`src/rtl/obi_shim_pkg.sv`:
```
`default_nettype none
// ============================================================================
//  Module      : obi_shim_pkg
//  Description : Shared types and constants for the OBI latency shim.
//                - mode_e: delay mode (passthrough, fixed, pseudo-random)
//                - state_e: request-side FSM states
//                - LFSR_TAPS / lfsr_next: 16-bit Galois LFSR,
//                  polynomial x^16+x^14+x^13+x^11+1
//  Revision    : 1.0 - initial release
// ============================================================================
package obi_shim_pkg;

    typedef enum logic [1:0] {
        MODE_PASS  = 2'd0,
        MODE_FIXED = 2'd1,
        MODE_RAND  = 2'd2
    } mode_e;

    typedef enum logic [1:0] {
        IDLE = 2'd0,
        WAIT = 2'd1,
        FWD  = 2'd2
    } state_e;

    // Right-shifting Galois form: bit 15 <- x^16, bits 13/12/10 <- x^14/x^13/x^11
    localparam logic [15:0] LFSR_TAPS = 16'hB400;

    function automatic logic [15:0] lfsr_next(input logic [15:0] s);
        return s[0] ? ((s >> 1) ^ LFSR_TAPS) : (s >> 1);
    endfunction

endpackage : obi_shim_pkg
`default_nettype wire

```
`src/rtl/obi_shim_resp_fifo.sv`:
```
`default_nettype none
// ============================================================================
//  Module      : obi_shim_resp_fifo
//  Description : In-order response FIFO. Each entry carries a countdown that
//                decrements every cycle (saturating at 0). Only the head may
//                leave, and only once its own countdown is 0, so a younger
//                entry that has already expired still waits behind the head.
//  Ports       : clk_i/rst_ni      clock, async active-low reset
//                push_i/push_*_i   write data + countdown at the tail
//                pop_i             remove the head (ignored unless ready)
//                empty_o           no entries held
//                head_ready_o      head present and its countdown is 0
//                head_data_o       data of the head entry
//  Revision    : 1.0 - initial release
// ============================================================================
module obi_shim_resp_fifo #(
    parameter int DEPTH      = 2,
    parameter int DATA_WIDTH = 32,
    parameter int DLY_WIDTH  = 4
) (
    input  logic                  clk_i,
    input  logic                  rst_ni,
    input  logic                  push_i,
    input  logic [DATA_WIDTH-1:0] push_data_i,
    input  logic [DLY_WIDTH-1:0]  push_dly_i,
    input  logic                  pop_i,
    output logic                  empty_o,
    output logic                  head_ready_o,
    output logic [DATA_WIDTH-1:0] head_data_o
);

    localparam int PW = (DEPTH > 1) ? $clog2(DEPTH) : 1;
    localparam int CW = $clog2(DEPTH + 1);

    logic [DATA_WIDTH-1:0] data_q [DEPTH];
    logic [DLY_WIDTH-1:0]  dly_q  [DEPTH];
    logic [PW-1:0]         rd_ptr_q, wr_ptr_q;
    logic [CW-1:0]         count_q;
    logic                  w_pop;

    function automatic logic [PW-1:0] ptr_inc(input logic [PW-1:0] p);
        return (p == PW'(DEPTH - 1)) ? '0 : p + PW'(1);
    endfunction

    assign empty_o      = (count_q == '0);
    assign head_ready_o = !empty_o && (dly_q[rd_ptr_q] == '0);
    assign head_data_o  = data_q[rd_ptr_q];
    assign w_pop        = pop_i && head_ready_o;

    always_ff @(posedge clk_i or negedge rst_ni) begin
        if (!rst_ni) begin
            for (int i = 0; i < DEPTH; i++) begin
                data_q[i] <= '0;
                dly_q[i]  <= '0;
            end
            rd_ptr_q <= '0;
            wr_ptr_q <= '0;
            count_q  <= '0;
        end else begin
            // Age every slot; stale slots are harmless since they are rewritten on push.
            for (int i = 0; i < DEPTH; i++) begin
                if (dly_q[i] != '0) begin
                    dly_q[i] <= dly_q[i] - DLY_WIDTH'(1);
                end
            end
            if (push_i) begin
                data_q[wr_ptr_q] <= push_data_i;
                dly_q[wr_ptr_q]  <= push_dly_i;
                wr_ptr_q         <= ptr_inc(wr_ptr_q);
            end
            if (w_pop) begin
                rd_ptr_q <= ptr_inc(rd_ptr_q);
            end
            count_q <= count_q + CW'(push_i) - CW'(w_pop);
        end
    end

    a_no_overflow : assert property (@(posedge clk_i) disable iff (!rst_ni)
        !(push_i && !w_pop && (count_q == CW'(DEPTH))));

endmodule : obi_shim_resp_fifo
`default_nettype wire

```
`src/rtl/obi_latency_shim.sv`:
```
`default_nettype none
// ============================================================================
//  Module      : obi_latency_shim
//  Description : OBI slave-to-master shim that injects grant stalls and
//                response latency (fixed or LFSR-random), limits the number
//                of outstanding transactions and keeps responses in order.
//  Ports       : clk_i, rst_ni                 clock, async active-low reset
//                mode_i                        0 pass, 1 fixed, 2 random, 3=0
//                gnt_dly_i, rvalid_dly_i       delay values / random bounds
//                req_i..wdata_i, gnt_o         upstream request channel
//                rvalid_o, rdata_o             upstream response channel
//                req_o..wdata_o, gnt_i         downstream request channel
//                rvalid_i, rdata_i             downstream response channel
//                outstanding_o                 granted-but-unanswered count
//  Revision    : 1.0 - initial release
// ============================================================================
module obi_latency_shim
    import obi_shim_pkg::*;
#(
    parameter int          DATA_WIDTH      = 32,
    parameter int          ADDR_WIDTH      = 32,
    parameter int          MAX_OUTSTANDING = 2,
    parameter int          DLY_WIDTH       = 4,
    parameter logic [15:0] LFSR_SEED       = 16'hACE1
) (
    input  logic                                 clk_i,
    input  logic                                 rst_ni,
    input  logic [1:0]                           mode_i,
    input  logic [DLY_WIDTH-1:0]                 gnt_dly_i,
    input  logic [DLY_WIDTH-1:0]                 rvalid_dly_i,
    input  logic                                 req_i,
    output logic                                 gnt_o,
    input  logic [ADDR_WIDTH-1:0]                addr_i,
    input  logic                                 we_i,
    input  logic [DATA_WIDTH/8-1:0]              be_i,
    input  logic [DATA_WIDTH-1:0]                wdata_i,
    output logic                                 rvalid_o,
    output logic [DATA_WIDTH-1:0]                rdata_o,
    output logic                                 req_o,
    input  logic                                 gnt_i,
    output logic [ADDR_WIDTH-1:0]                addr_o,
    output logic                                 we_o,
    output logic [DATA_WIDTH/8-1:0]              be_o,
    output logic [DATA_WIDTH-1:0]                wdata_o,
    input  logic                                 rvalid_i,
    input  logic [DATA_WIDTH-1:0]                rdata_i,
    output logic [$clog2(MAX_OUTSTANDING+1)-1:0] outstanding_o
);

    localparam int OW = $clog2(MAX_OUTSTANDING + 1);

    state_e               state_q, state_d;
    mode_e                mode_q, mode_d;
    logic [DLY_WIDTH-1:0] cnt_q, cnt_d;
    logic [OW-1:0]        outstanding_q, outstanding_d;
    logic [15:0]          lfsr_q, lfsr_d;

    logic                 w_room, w_req, w_quiet;
    logic [DLY_WIDTH-1:0] w_gdly, w_rdly, w_push_dly;
    logic                 w_fifo_empty, w_head_ready;
    logic [DATA_WIDTH-1:0] w_head_data;
    logic                 w_bypass, w_push, w_bypass_valid;

    function automatic logic [DLY_WIDTH-1:0] sel_delay(input mode_e m,
                                                       input logic [DLY_WIDTH-1:0] cfg,
                                                       input logic [DLY_WIDTH-1:0] rnd);
        case (m)
            MODE_FIXED: return cfg;
            MODE_RAND:  return (rnd < cfg) ? rnd : cfg;
            default:    return '0;
        endcase
    endfunction

    assign addr_o  = addr_i;
    assign we_o    = we_i;
    assign be_o    = be_i;
    assign wdata_o = wdata_i;

    assign w_room  = (outstanding_q < OW'(MAX_OUTSTANDING));
    assign w_gdly  = sel_delay(mode_q, gnt_dly_i, lfsr_q[DLY_WIDTH-1:0]);
    assign w_rdly  = sel_delay(mode_q, rvalid_dly_i, lfsr_q[DLY_WIDTH-1:0]);
    assign lfsr_d  = lfsr_next(lfsr_q);

    // The request arrival cycle counts as the first stall cycle, so WAIT only
    // covers d-1 cycles and gnt_o can rise exactly d cycles after req_i.
    always_comb begin
        state_d = state_q;
        cnt_d   = cnt_q;
        w_req   = 1'b0;
        case (state_q)
            IDLE: begin
                if (req_i) begin
                    if (w_gdly == '0) begin
                        w_req   = w_room;
                        state_d = FWD;
                    end else if (w_gdly == DLY_WIDTH'(1)) begin
                        state_d = FWD;
                    end else begin
                        state_d = WAIT;
                        cnt_d   = w_gdly - DLY_WIDTH'(1);
                    end
                end
            end
            WAIT: begin
                cnt_d = cnt_q - DLY_WIDTH'(1);
                if (cnt_q == DLY_WIDTH'(1)) begin
                    state_d = FWD;
                end
            end
            FWD: begin
                w_req = w_room;
            end
            default: begin
                state_d = IDLE;
            end
        endcase
        if (w_req && gnt_i) begin
            state_d = IDLE;
        end
    end

    // Combinational outputs are gated by rst_ni so they drop with the reset
    // itself, not just with the registers.
    assign req_o = w_req && rst_ni;
    assign gnt_o = req_o && gnt_i;

    // Response path. A response with nothing outstanding (e.g. a leftover from
    // before a reset) is dropped rather than forwarded.
    assign w_bypass       = w_fifo_empty && (w_rdly == '0);
    assign w_push         = rvalid_i && !w_bypass && (outstanding_q != '0);
    assign w_bypass_valid = rvalid_i && w_bypass && (outstanding_q != '0);
    // Countdown is stored one short: the push cycle itself is the first cycle of delay.
    assign w_push_dly     = (w_rdly == '0) ? '0 : w_rdly - DLY_WIDTH'(1);

    obi_shim_resp_fifo #(
        .DEPTH      (MAX_OUTSTANDING),
        .DATA_WIDTH (DATA_WIDTH),
        .DLY_WIDTH  (DLY_WIDTH)
    ) u_resp_fifo (
        .clk_i        (clk_i),
        .rst_ni       (rst_ni),
        .push_i       (w_push),
        .push_data_i  (rdata_i),
        .push_dly_i   (w_push_dly),
        .pop_i        (w_head_ready),
        .empty_o      (w_fifo_empty),
        .head_ready_o (w_head_ready),
        .head_data_o  (w_head_data)
    );

    always_comb begin
        rvalid_o = 1'b0;
        rdata_o  = '0;
        if (rst_ni) begin
            if (w_bypass_valid) begin
                rvalid_o = 1'b1;
                rdata_o  = rdata_i;
            end else if (w_head_ready) begin
                rvalid_o = 1'b1;
                rdata_o  = w_head_data;
            end
        end
    end

    assign outstanding_d = outstanding_q + OW'(gnt_o) - OW'(rvalid_o);
    assign outstanding_o = outstanding_q;

    // Mode only changes while the channel is fully quiet so in-flight
    // transactions keep the timing they started with.
    assign w_quiet = (outstanding_q == '0) && w_fifo_empty && (state_q == IDLE);

    always_comb begin
        mode_d = mode_q;
        if (w_quiet) begin
            case (mode_i)
                2'd1:    mode_d = MODE_FIXED;
                2'd2:    mode_d = MODE_RAND;
                default: mode_d = MODE_PASS;
            endcase
        end
    end

    always_ff @(posedge clk_i or negedge rst_ni) begin
        if (!rst_ni) begin
            state_q       <= IDLE;
            mode_q        <= MODE_PASS;
            cnt_q         <= '0;
            outstanding_q <= '0;
            lfsr_q        <= LFSR_SEED;
        end else begin
            state_q       <= state_d;
            mode_q        <= mode_d;
            cnt_q         <= cnt_d;
            outstanding_q <= outstanding_d;
            lfsr_q        <= lfsr_d;
        end
    end

    a_rvalid_needs_outstanding : assert property (@(posedge clk_i) disable iff (!rst_ni)
        !(rvalid_i && (outstanding_q == '0)));

endmodule : obi_latency_shim
`default_nettype wire
```
`config.mk`:
```
export PLATFORM = sky130hd
export DESIGN_NAME = obi_latency_shim
export DESIGN_NICKNAME = d
export VERILOG_FILES = /design/src/rtl/obi_shim_pkg.sv /design/src/rtl/obi_shim_resp_fifo.sv /design/src/rtl/obi_latency_shim.sv
export SDC_FILE = /design/constraint.sdc
export NUM_CORES = 1
export LEC_CHECK = 0
export BUFFER_PORTS_ARGS = -buffer_cell sky130_fd_sc_hd__buf_2
export CAP_MARGIN = 20
export CORE_UTILIZATION = 34
export CTS_CLUSTER_DIAMETER = 120
export DETAILED_ROUTE_END_ITERATION = 10
export SYNTH_ARGS = -nofsm -noshare
export SYNTH_HDL_FRONTEND = slang
export SYNTH_SLANG_ARGS = --single-unit
```
`constraint.sdc`:
```
create_clock -name clk_i -period 5 [get_ports clk_i]
set_input_delay 0.5 -clock clk_i [delete_from_list [all_inputs] [get_ports clk_i]]
set_output_delay 0.5 -clock clk_i [all_outputs]
set_load 0.1 [all_outputs]
```
; ---- Word level (Yosys, flattened, before mapping)
; Cells that the tools add are included.
[op_classes]
add_sub_neg = 11
magnitude_cmp = 6
eq_ne = 14
muxes = 43
bitwise = 3
reduce_logical = 26
[op_table]
columns = op, n
row1 = 32-bit two-way mux, 7
row2 = 64-bit bitwise mux, 1
row3 = 4-bit two-way mux, 12
row4 = 32-bit demux with 1-bit select, 1
row5 = 4-bit case mux with 2 select lines, 3
row6 = 4-bit by 1-bit subtractor with 4-bit output (second input constant), 5
row7 = 16-bit two-way mux, 1
row8 = 1-bit logical AND, 12
row9 = 4-bit logical NOT, 3
row10 = 2-bit two-way mux, 5
row11 = 8-bit bitwise mux, 1
row12 = 4-bit by 1-bit equality test with 1-bit output (second input constant), 2
row13 = 4-bit less-than comparator, 2
row14 = 8-bit two-way mux, 1
row15 = 2-bit inequality test (second input constant), 4
row16 = 4-bit nonzero test, 2
row17 = 1-bit two-way mux, 7
row18 = 2-bit by 1-bit equality test with 1-bit output (second input constant), 3
row19 = 2-bit equality test (second input constant), 3
row20 = 2-bit logical NOT, 3
row21 = 3-bit inequality test (second input constant), 2
row22 = 2-bit case mux with 3 select lines, 1
row23 = 2-bit by 1-bit adder with 2-bit output, 2
row24 = 4-bit demux with 1-bit select, 1
row25 = other kinds (13), 19
[word_totals]
regBits = 102
inputBits = 116
out_inout_bits = 106

; ---- Longest topological paths before layout
; Gate-level depths: netlist (run 1).
[logic_depth]
word_depth = 11
ltp_mapped = 16
depth_no_buf = 14

; ---- Cells and area by module
; A second synthesis (run 1) with hierarchy kept.
[hier_totals]
cells_unflattened = 604
hier_area_um2 = 6323.6
[modules_own_cells]
columns = module, instances, cells_each, area_per_inst_um2
row1 = obi_shim_resp_fifo, 1, 239, 3439.5
row2 = obi_latency_shim, 1, 365, 2884.0

; ---- Worst setup path before layout (run 1)
; Ideal clock, no wire load.
[synth_timing]
kind = input port to flip-flop
start = input port rvalid_dly_i[3]
end = register outstanding_q[1] (netlist: outstanding_o[1])
setup_time_ps = 159
arrival_ps = 4423
slack_ps = 418
path_stages = 14
n_path_buf = 1
path_cell_list = inv_1 -> ha_1 -> a21oi_4 -> mux2i_1 -> o22ai_1 -> nor3_1 -> clkbuf_1 -> a21oi_1 -> nor2b_1 -> ha_1 -> inv_1 -> ha_1 -> xnor2_1 -> xnor2_1
[synth_via]
elab_chain_cells = 10
[synth_lines]
columns = item, line
row1 = start: declaration, obi_latency_shim.sv:30  ; input logic [DLY_WIDTH-1:0] rvalid_dly_i,
row2 = 4-bit less-than comparator, obi_latency_shim.sv:69  ; MODE_RAND: return (rnd < cfg) ? rnd : cfg;
row3 = 4-bit two-way mux, obi_latency_shim.sv:69
row4 = 4-bit case mux with 2 select lines (*), obi_latency_shim.sv:67  ; case (m)
row5 = 4-bit logical NOT (*), obi_latency_shim.sv:129  ; assign w_bypass = w_fifo_empty && (w_rdly == '0);
row6 = 1-bit logical AND (*), obi_latency_shim.sv:129
row7 = 1-bit logical AND (*) (2 in a row), obi_latency_shim.sv:131  ; assign w_bypass_valid = rvalid_i && w_bypass && (outstanding_q != '0);
row8 = 1-bit two-way mux (*), obi_latency_shim.sv:155  ; if (w_bypass_valid) begin
row9 = 1-bit two-way mux (*), obi_latency_shim.sv:154  ; if (rst_ni) begin
row10 = via rvalid_o, obi_latency_shim.sv:37  ; output logic rvalid_o,
row11 = 2-bit by 1-bit subtractor with 2-bit output (*), obi_latency_shim.sv:165  ; assign outstanding_d = outstanding_q + OW'(gnt_o) - OW'(rvalid_o);
row12 = via outstanding_d[1], obi_latency_shim.sv:55  ; logic [OW-1:0] outstanding_q, outstanding_d;
row13 = end signal: assignment, obi_latency_shim.sv:194  ; outstanding_q <= outstanding_d;
row14 = end: declaration, obi_latency_shim.sv:55
; The timed path passes the listed nets; every way through them passes the cells marked *.
; A chain may end at the register's enable or synchronous reset.

; ---- Worst setup path in the final report (run 1)
[layout_timing]
start = register lfsr_q[3]
end = output port rdata_o[2]
[layout_via]
elab_chain_cells = 9
[layout_lines]
columns = item, line
row1 = start: declaration, obi_latency_shim.sv:56  ; logic [15:0] lfsr_q, lfsr_d;
row2 = start signal: assignment, obi_latency_shim.sv:195  ; lfsr_q <= lfsr_d;
row3 = 4-bit less-than comparator, obi_latency_shim.sv:69
row4 = 4-bit two-way mux (*), obi_latency_shim.sv:69
row5 = 4-bit case mux with 2 select lines (*), obi_latency_shim.sv:67
row6 = 4-bit logical NOT (*), obi_latency_shim.sv:129
row7 = 1-bit logical AND (*), obi_latency_shim.sv:129
row8 = 1-bit logical AND (*) (2 in a row), obi_latency_shim.sv:131
row9 = 32-bit two-way mux (*), obi_latency_shim.sv:155
row10 = 32-bit two-way mux (*), obi_latency_shim.sv:154
row11 = end: declaration, obi_latency_shim.sv:38  ; output logic [DATA_WIDTH-1:0] rdata_o,
; Mark *: on every way between the ends. The rest lies on a longest branch, timed or not.

==> results of run 1 <==
[power breakdown]
part / total, mW / switching, mW / internal (mW) / leakage, nW
Sequential: 1.47 / 0.282 / 1.19 / 1.21
Combinational: 2.60 / 1.47 / 1.13 / 1.86
Clock: 0.685 / 0.340 / 0.344 / 0.133
Total: 4.75 / 2.09 / 2.66 / 3.20
[layout make-up]
cell class / count / area, um^2
multi-input combinational: 342 / 3104
sequential: 102 / 2564
clock inverter: 7 / 58.81
timing repair buffer: 93 / 518.0
inverter: 21 / 78.83
clock buffer: 9 / 225.2
tap: 234 / 292.8
fill: 1864 / 11800
[cells by family (layout without fill, tap and decap cells)]
family	after synthesis	count (layout)	share of synthesized area
buffers and inverters	123	130	0.1240
muxes	111	111	0.2227
and+or+nand+nor	111	111	0.09820
DFF	102	102	0.3967
AOI/OAI and AO/OA	89	89	0.1054
adders and majority gates	19	19	0.03680
xor gates and xnor gates	12	12	0.01627
[worst reg2reg max path: stages, from the launching register on]
cell,delay [ps]
dfrtp_1,470
ha_1,400
o211ai_2,180
o2111a_1,300
nor3_2,380
a31o_1,480
a211o_2,690
buf_4,370
mux2_4,330
[through the flow]
| stage | hold slack [ps] | cells |
|---|---|---|
| 5_1_grt | 135.7 | 808 |
| 4_1_cts | 109.0 | 808 |
| 3_5_place_dp | 345.7 | 792 |
| 3_3_place_gp | 339.1 | 792 |
| 6_report | 101.7 | 808 |
| 2_1_floorplan | 204.4 | 567 |
[per-layer routing]
metal | vias to the layer above | global-route usage | part of all wire
met5 | - | 0 | 0
met4 | 0 | 0.04338 | 0.013
met3 | 32 | 0.04164 | 0.058
met2 | 130 | 0.2487 | 0.48
met1 | 2107 | 0.1837 | 0.45
li1 | 1958 | - | -
[final timing paths]
check                                         start                                  to  slack [ps]
worst max register to register  lfsr_q[3]$_DFF_PN0_  u_resp_fifo.data_q[23]$_DFFE_PN0P_        1300
min in group clk_i              lfsr_q[7]$_DFF_PN1_                 lfsr_q[6]$_DFF_PN1_         360
worst max-delay path            lfsr_q[3]$_DFF_PN0_                          rdata_o[2]         880
worst min-delay path                         rst_ni                 lfsr_q[2]$_DFF_PN0_         100
max in group asynchronous                    rst_ni    u_resp_fifo.rd_ptr_q$_DFFE_PN0P_        4160
worst min register to register  lfsr_q[7]$_DFF_PN1_                 lfsr_q[6]$_DFF_PN1_         360
[state kept, by name, indices dropped and copies added (netlist names)]
name                  flops
u_resp_fifo.data_q       64
lfsr_q                   16
u_resp_fifo.dly_q         8
cnt_q                     4
mode_q                    2
outstanding_o             2
state_q                   2
u_resp_fifo.count_q       2
u_resp_fifo.rd_ptr_q      1
u_resp_fifo.wr_ptr_q      1
[layout by cell type (no fill, tap or decap), types with 9 or more instances in the layout]
cell and count:
mux2_4 54, a32oi_1 32, ha_1 19, mux2_2 46, nand2_1 24, clkbuf_16 9, nor2_1 12, inv_1 21
mux2i_1 11, nor2b_1 38, buf_2 82, o21ai_0 12, buf_4 9, xnor2_1 9, a21oi_1 11, dfrtp_1 93
==> impl_metrics.toml, run 1 <==
[cts]
cts.htree.levels = 3
clock-sinks = 102
clockBufferDepth = 2
cts_setup_buffers = 0
clk_pin_slew_worst_paths_ps = 70
cts_buffers = 9
root_buffer = "clkbuf_16"
cts_resized = 0
cts_tree = "built"
postCtsHoldBufs = 0
clock_latency_ps = 360

[die]
ios = 222
fp.dieH_um = 139.8
die-area_um2 = 19560
core_um2 = 18640
die_x_um = 139.8
placementRows = 50
start_util = 0.3465

[timing]
maxSlewHeadroom = 0.4114
fin_setup_tns_ps = 0
tightest_slew_ps = 882.9
final.setup_skew_ps = 12.62
rsz0062_at_grt = "false"
setup_viol_count_final = 0
finalCritPeriodShare = 0.8245
period_needed_ps = 4122
drv_slew = 0
hold_viol = 0
setup_slack_ps = 877.6
max_freq_mhz = 242.6

[yosys]
synth_area_per_cell_um2 = 11.39
synthArstFlopShare = 1.000
ys_warn_count = 0
synthesis.nets = 702
synth_seq_cells = 102
synth_most_common_cell = "dfrtp_1"
synth_area_um2 = 6460
synthFlopType = "dfrtp_1"
synth_top_area_frac = 0.3641
synth.distinct_cells = 55
synth.area.top_cells = "dfrtp_1 36%, mux2_4 13%, buf_4 8.0%, mux2_2 8.0%, a32oi_1 4.3%"
synth_top_cells_by_count = "94 x dfrtp_1, 69 x buf_4, 54 x mux2_4"
syn_inst = 567
ys_seq_area_frac = 0.3967
synth_area_leader_cell = "dfrtp_1"
synth_edf_count = 0

[pwr]
power_mw = 4.752
cellLeakagePower_nw = 3.201
power_density_nw_per_um2 = 694.6
ir_drop_v = 0.0005007

[grt]
antenna_found_initial = 0
grt_max_degree = 72
grt.overflow.total = 0
grt_pass1_wl_um = 23040
grt_use_total = 0.1479
grt_pass1_vias = 4421

[placement]
dp_slack_ps = 1116
dp_hpwl_um = 9421
place_area_um2 = 6558
globalplace.congestion = 0.7754
numPortBuffers = 83

[setup_path]
cp_top_family = "compound AO/OA/AOI/OAI gates"
critPathKind = "reg -> out"
startpoint_type = "flip-flop"
crit_buf_inv = 2
crit_chain = "ha_1 -> o211ai_2 -> o2111a_1 -> nor3_2 -> a31o_1 -> buf_4 -> a32oi_1 -> nor2b_1 -> buf_2"
worst-path-stages = 9
worstPathArrival_ps = 3620
worstPathMaxFanout = 18
rr_worst_depth = 8
worst_setup_path_end_kind = "output port"
required_ps = 4500
cp_slowest_cell = "a31o_1"
slowest_delay_ps = 480

[detailed_routing]
drt_iter0_markers = 149
wirelength_um = 13770
drc_errors = 0
vias_per_cell = 5.231
num_vias = 4227
final_antenna_net_count = 0
drtPass1Iterations = 5
wl_per_cell_um = 17.04

[cells_and_area]
insertedDiodeCount = 0
syn2layout_area_growth_pct = 5.907
final_layout_size_suffix_gt1_frac = 0.3990
layout.nets = 704
final_util = 0.3670
final_cell_area_um2 = 6842

[worst_hold_path]
hold_path_class = "in -> async"

[run_status]
status = "completed"

[flow_run]
cap_viol_max_count = 0
Power figures use the tool's default switching activity.
==> run 2: changes to the inputs <==
- ABC_AREA: not set -> 1
- clock period: 5 -> 3.35 ns (I/O delays scaled with it)
==> run 2 against run 1 <==
Cell count is 29% higher. Power grew 72%. First-iteration DRC count grew to 2.8 times the previous value. Global-route usage grew 2.4 points. Synthesized area decreased by 0.35%. Synthesized cell count increased by 44%. Critical path depth grew 3. Clock skew grew 1.9 ps. Combinational power increased by 95%. Critical endpoint is now rdata_o[21]. Highest routed layer unchanged.
==> impl_metrics.toml, run 2 <==
[yosys]
synth.distinct_cells = 32
synthArstFlopShare = 1.000
synthFlopType = "dfrtp_1"
synth_xor_area_frac = 0.01633
synth_seq_cells = 102
synth_most_common_cell = "nand2_1"
synth.area.top_cells = "dfrtp_1 37%, nand2_1 13%, nand4_1 10%, buf_4 8.4%, o211ai_1 4.0%"
synth_fa_ha_area_frac = 0.03693
synth_mux_area_frac = 0
synth_edf_count = 0
synth_top_cells_by_count = "222 x nand2_1, 104 x nand4_1, 94 x dfrtp_1"
synth_top_family_by_area = "simple AND/OR/NAND/NOR gates"
syn_inst = 817
ys_seq_area_frac = 0.3981
synth_area_leader_cell = "dfrtp_1"
synth_top_area_frac = 0.3654
yosys.area_share.simple = 0.3104
synth_area_um2 = 6437
ys_warn_count = 0
synthesis.nets = 952
synth_area_per_cell_um2 = 7.879
synth_compound_area_frac = 0.08727

[setup_path]
worst_setup_path_end_kind = "output port"
worstPathMaxFanout = 9
r2r-end = "u_resp_fifo.count_q[1]$_DFF_PN0_"
worst-r2r-setup-slack_ps = 480
rr_worst_depth = 15
required_ps = 3010
critPathKind = "reg -> out"
worstPathArrival_ps = 2800
rr_startpoint = "lfsr_q[3]$_DFF_PN0_"
startpoint_type = "flip-flop"

[placement]
globalplace.congestion = 0.8241
dp_slack_ps = 359.1
place_area_um2 = 7187
dp.cells = 1024
numPortBuffers = 83
dp_hpwl_um = 10310

[detailed_routing]
wl_per_cell_um = 15.61
vias_per_cell = 5.268
num_vias = 5484
drtPass1Iterations = 5
wirelength_um = 16260
final_antenna_net_count = 0
drc_errors = 0
drt_iter0_markers = 411

[flow_run]
cap_viol_max_count = 0

[grt]
grt.overflow.total = 0
antenna_found_initial = 0
grt_use_total = 0.1722
grt_pass1_vias = 5225
grt_pass1_wl_um = 27050
grt_max_degree = 75

[cells_and_area]
largest-register = "u_resp_fifo.data_q"
largest_reg_flops = 64
fillers = 1860
final_layout_size_suffix_gt1_frac = 0.2648
layout_common_cells = "220 x nand2_1, 104 x nand4_1, 94 x dfrtp_1"
reg_top3 = "u_resp_fifo.data_q: 64 flops, lfsr_q: 16 flops, u_resp_fifo.dly_q: 8 flops"
layout.cells.most_common = "nand2_1"
syn2layout_area_growth_pct = 16.81
layout.nets = 942
final_cell_area_um2 = 7520
insertedDiodeCount = 0
layoutNonFillerInstCount = 1041

[die]
die_x_um = 139.6
start_util = 0.3523
fp.dieH_um = 139.6
placementRows = 49
ios = 222
die-area_um2 = 19490
core_um2 = 18270

[timing]
tightest_slew_ps = 961.6
setup_viol_count_final = 0
maxSlewHeadroom = 0.3589
fin_setup_tns_ps = 0
final.setup_skew_ps = 14.52
rsz0062_at_grt = "true"
drv_slew = 0
setup_slack_ps = 217.2
finalHoldWorstSlack_ps = 182.1
finalCritPeriodShare = 0.9352
period_needed_ps = 3133
max_freq_mhz = 319.2
hold_viol = 0

[worst_hold_path]
hp-start = "gnt_i"
hold_path_class = "in -> reg"
hold_path_end = "state_q[1]$_DFFE_PN0P_"
hold_depth = 2

[run_status]
status = "completed"

[cts]
clockBufferDepth = 2
clock-sinks = 102
clock_latency_ps = 360
cts_buffers = 9
cts.htree.levels = 3
cts_tree = "built"
clk_pin_slew_worst_paths_ps = 70
root_buffer = "clkbuf_16"

[pwr]
ir_drop_v = 0.0006128
power_density_nw_per_um2 = 1085
cellLeakagePower_nw = 3.602
-- run 2: cell types whose count changed in the layout (fill, tap and decap cells not counted), sizes merged, moves of 28 or more --
cell	before	now
a21oi	12	40
a32oi	32	0
inv	23	52
mux2	100	0
nand2	24	228
nand3	1	36
nand4	2	104
nor2b	38	0
or2	1	33
-- run 2: kinds of logic (layout without fill, tap and decap cells) --
| kind of cell | Yosys count | after routing |
|---|---|---|
| xor gates and xnor gates | 12 | 12 |
| adders and majority gates | 19 | 19 |
| DFF | 102 | 102 |
| buffers and inverters | 173 | 168 |
| AOI/OAI and AO/OA | 94 | 94 |
| and+or+nand+nor | 417 | 417 |
-- run 2: critical path, cell delays in order (launching register included) --
cell and delay (ps):
dfrtp_1 410, ha_1 350, a21oi_4 250, nand2_1 80, o211ai_1 80, o21ai_0 110
nand2_1 90, nand2_1 80, nor2_4 190, buf_4 220, nand4_1 120, a21oi_2 240
buf_12 210
-- run 2: timing repair --
action / in CTS / in global routing
endpoints found under the hold margin: 21 / 0
setup endpoints to repair: 0 / 25
setup buffers: 0 / 0
hold buffers: 1 / 0
gates resized for setup: 0 / 8
-- run 2: worst max path at each step --
stage | from | to | slack (ps) | cells past startpoint
after floorplan | lfsr_q[3]$_DFF_PN0_ | outstanding_o[0]$_DFF_PN0_ | 40 | 16
after global placement | gnt_dly_i[3] | req_o | 390 | 16
after detailed placement | gnt_dly_i[3] | req_o | 360 | 16
after CTS | lfsr_q[3]$_DFF_PN0_ | req_o | 40 | 14
after global routing | lfsr_q[3]$_DFF_PN0_ | gnt_o | -20 | 18
final | lfsr_q[3]$_DFF_PN0_ | rdata_o[21] | 220 | 12
-- run 2: power by group --
group / total [mW] / internal [mW] / switching (mW)
Clock: 1.03 / 0.518 / 0.508
Sequential: 2.05 / 1.73 / 0.318
Combinational: 5.08 / 1.67 / 3.41
-- run 2: cell type report --
cell class,instances,area (um^2),area share
Clock buffer,10,229.0,0.03045
Sequential cell,102,2562,0.3408
Tap cell,229,286.5,0.03810
Multi-Input combinational cell,542,3079,0.4095
Timing Repair Buffer,101,1110,0.1476
Inverter,51,193.9,0.02579
Clock inverter,6,58.81,0.007820
-- run 2: stage by stage --
| stage | util | power, mW |
|---|---|---|
| 3_3_place_gp | 0.3934 | 7.098 |
| 6_report | 0.4116 | 8.158 |
| 3_5_place_dp | 0.3934 | 7.144 |
| 2_1_floorplan | - | 6.069 |
| 4_1_cts | 0.4097 | 8.198 |
| 5_1_grt | 0.4116 | 8.742 |
-- run 2: routing by layer --
layer | share of wire | vias to the layer above | GRT usage
met1 | 0.48 | 2642 | 0.2434
met5 | 0 | - | 0
met4 | 0.012 | 0 | 0.05437
li1 | - | 2682 | -
met3 | 0.055 | 16 | 0.03304
met2 | 0.46 | 144 | 0.2650
==> run 3: changes to the inputs <==
- CORE_UTILIZATION: 34 -> 46
- PLACE_DENSITY: not set -> 0.77
- SETUP_SLACK_MARGIN: not set -> 0.5
==> run 3 against run 2 <==
Hold slack worse by 130 ps. Final area is 7.6% higher. Non-clock buffer count is 20 higher. Critical path type unchanged. Highest routed layer unchanged. Largest cell class unchanged. Cell count is 3.2% lower. Via count is 8.2% higher.
==> impl_metrics.toml, run 3 (synthesized netlist as in run 2, its figures left out) <==
[run_status]
status = "completed"

[setup_path]
crit_chain = "ha_4 -> a21oi_4 -> nand3_1 -> nand3_1 -> nand2_1 -> nand2_2 -> nand2_2 -> nor2_4 -> buf_12 -> buf_8 -> nand4_1 -> a21oi_4 -> buf_12"
worst-r2r-setup-slack_ps = 360
rr_startpoint = "lfsr_q[3]$_DFF_PN0_"
required_ps = 3010
rr_worst_depth = 18
critPathKind = "reg -> out"
worstPathMaxFanout = 6
startpoint_type = "flip-flop"
cp_slowest_cell = "dfrtp_2"
critical_path.endpoint = "rdata_o[31]"
slowest_delay_ps = 460
worstPathArrival_ps = 2710
cp-startpoint = "lfsr_q[3]$_DFF_PN0_"
worst_setup_path_end_kind = "output port"
r2r-end = "u_resp_fifo.count_q[1]$_DFF_PN0_"

[timing]
period_needed_ps = 3043
tightest_slew_ps = 794.2
finalCritPeriodShare = 0.9082
rsz0062_at_grt = "true"
maxSlewHeadroom = 0.4705
hold_viol = 0
fin_setup_tns_ps = 0
max_freq_mhz = 328.7
setup_viol_count_final = 0
drv_slew = 0
final.setup_skew_ps = 11.90

[die]
core_um2 = 13450
placementRows = 42
die-area_um2 = 14470
fp.dieH_um = 120.3
ios = 222
die_x_um = 120.3
start_util = 0.4785

[worst_hold_path]
hold_path_class = "in -> async"

[pwr]
power_density_nw_per_um2 = 1112
cellLeakagePower_nw = 3.784
power_mw = 9.002
ir_drop_v = 0.0005948

[detailed_routing]
drt_iter0_markers = 653
wirelength_um = 17370
wl_per_cell_um = 17.24
drc_errors = 0
num_vias = 5935
drtPass1Iterations = 6
vias_per_cell = 5.888
final_antenna_net_count = 0

[cells_and_area]
multi_input_comb_area_um2 = 3447
syn2layout_area_growth_pct = 25.71
layout_common_cells = "209 x nand2_1, 104 x nand4_1, 91 x dfrtp_1"
layout.cells.most_common = "nand2_1"
insertedDiodeCount = 0
largest-register = "u_resp_fifo.data_q"
final_layout_size_suffix_gt1_frac = 0.3113
largest_reg_flops = 64
reg_top3 = "u_resp_fifo.data_q: 64 flops, lfsr_q: 16 flops, u_resp_fifo.dly_q: 8 flops"
regArea_um2 = 2566
fillers = 1150
layout.nets = 962

[placement]
globalplace.congestion = 0.8609
dp_hpwl_um = 10380
numPortBuffers = 83

[cts]
clock-sinks = 102
clk_pin_slew_worst_paths_ps = 80
postCtsHoldBufs = 0
cts_buffers = 9
cts_tree = "built"
clock_latency_ps = 350
root_buffer = "clkbuf_16"
clockBufferDepth = 2
cts.htree.levels = 3

[grt]
grt_use_total = 0.2447
grt.overflow.total = 0
grt_max_degree = 66
antenna_found_initial = 0
grt_pass1_wl_um = 28180
grt_pass1_vias = 5695

[flow_run]
cap_viol_max_count = 0
## run 3: power breakdown
group | switching [mW] | total, mW | internal (mW)
clock network | 0.483 | 1.13 | 0.648
logic | 3.72 | 5.78 | 2.07
registers | 0.353 | 2.09 | 1.74
total | 4.55 | 9.00 | 4.45
## run 3: final cells by class
class / instances / share of cell area
clock inverter: 3 / 0.005875
inverter: 51 / 0.02443
tap: 176 / 0.02721
multi-input combinational: 542 / 0.4259
sequential: 102 / 0.3171
clock buffer: 13 / 0.03340
timing repair buffer: 121 / 0.1660
## run 3: per-stage QoR
step	utilization	worst slack [ps]	area, um^2	cells	hold slack (ps)
floorplan	-	333.4	6869	817	39.41
global placement	0.5502	428.1	7402	970	333.0
detailed placement	0.5502	364.0	7402	970	340.3
CTS	0.5900	363.6	7938	1000	74.69
global route	0.6016	138.8	8093	1008	103.7
finish	0.6016	307.4	8093	1008	54.88
## run 3: critical path: cells and delay by family, from the launching register on
kind	cells	cell delay (ps)
flip-flops	1	460
AO/OA/AOI/OAI	2	440
adder cells (fa/ha/maj)	1	270
AND/OR/NAND/NOR	7	730
buffers and inverters	3	460
## run 3: how the worst min path moves through the flow
stage                                   start                            endpoint  slack, ps  cells after the start
after floorplan                        rst_ni                cnt_q[0]$_DFFE_PN0P_         40                      0
after global placement    lfsr_q[9]$_DFF_PN0_                 lfsr_q[8]$_DFF_PN0_        330                      0
after detailed placement  lfsr_q[4]$_DFF_PN0_                 lfsr_q[3]$_DFF_PN0_        340                      0
after CTS                              rst_ni  u_resp_fifo.data_q[38]$_DFFE_PN0P_         70                      2
after global routing                   rst_ni  u_resp_fifo.data_q[37]$_DFFE_PN0P_        100                      2
final                                  rst_ni  u_resp_fifo.data_q[37]$_DFFE_PN0P_         50                      2
## run 3: layer usage
layer / share of wire / up-vias / track usage / routed length [um]
met1: 0.42 / 2906 / 0.3235 / 7303
met4: 0.029 / 0 / 0.09799 / 497
met2: 0.49 / 258 / 0.4019 / 8559
met5: 0 / - / 0 / 0
li1: - / 2727 / - / -
met3: 0.058 / 44 / 0.03774 / 1013
## run 3: timing repair
item	4_1_cts	5_1_grt
gates cloned	1	1
pin swaps	16	11
buffers inserted	13	7
endpoints found under the setup margin	37	108
hold endpoints to repair	0	0
gates resized for setup	28	17
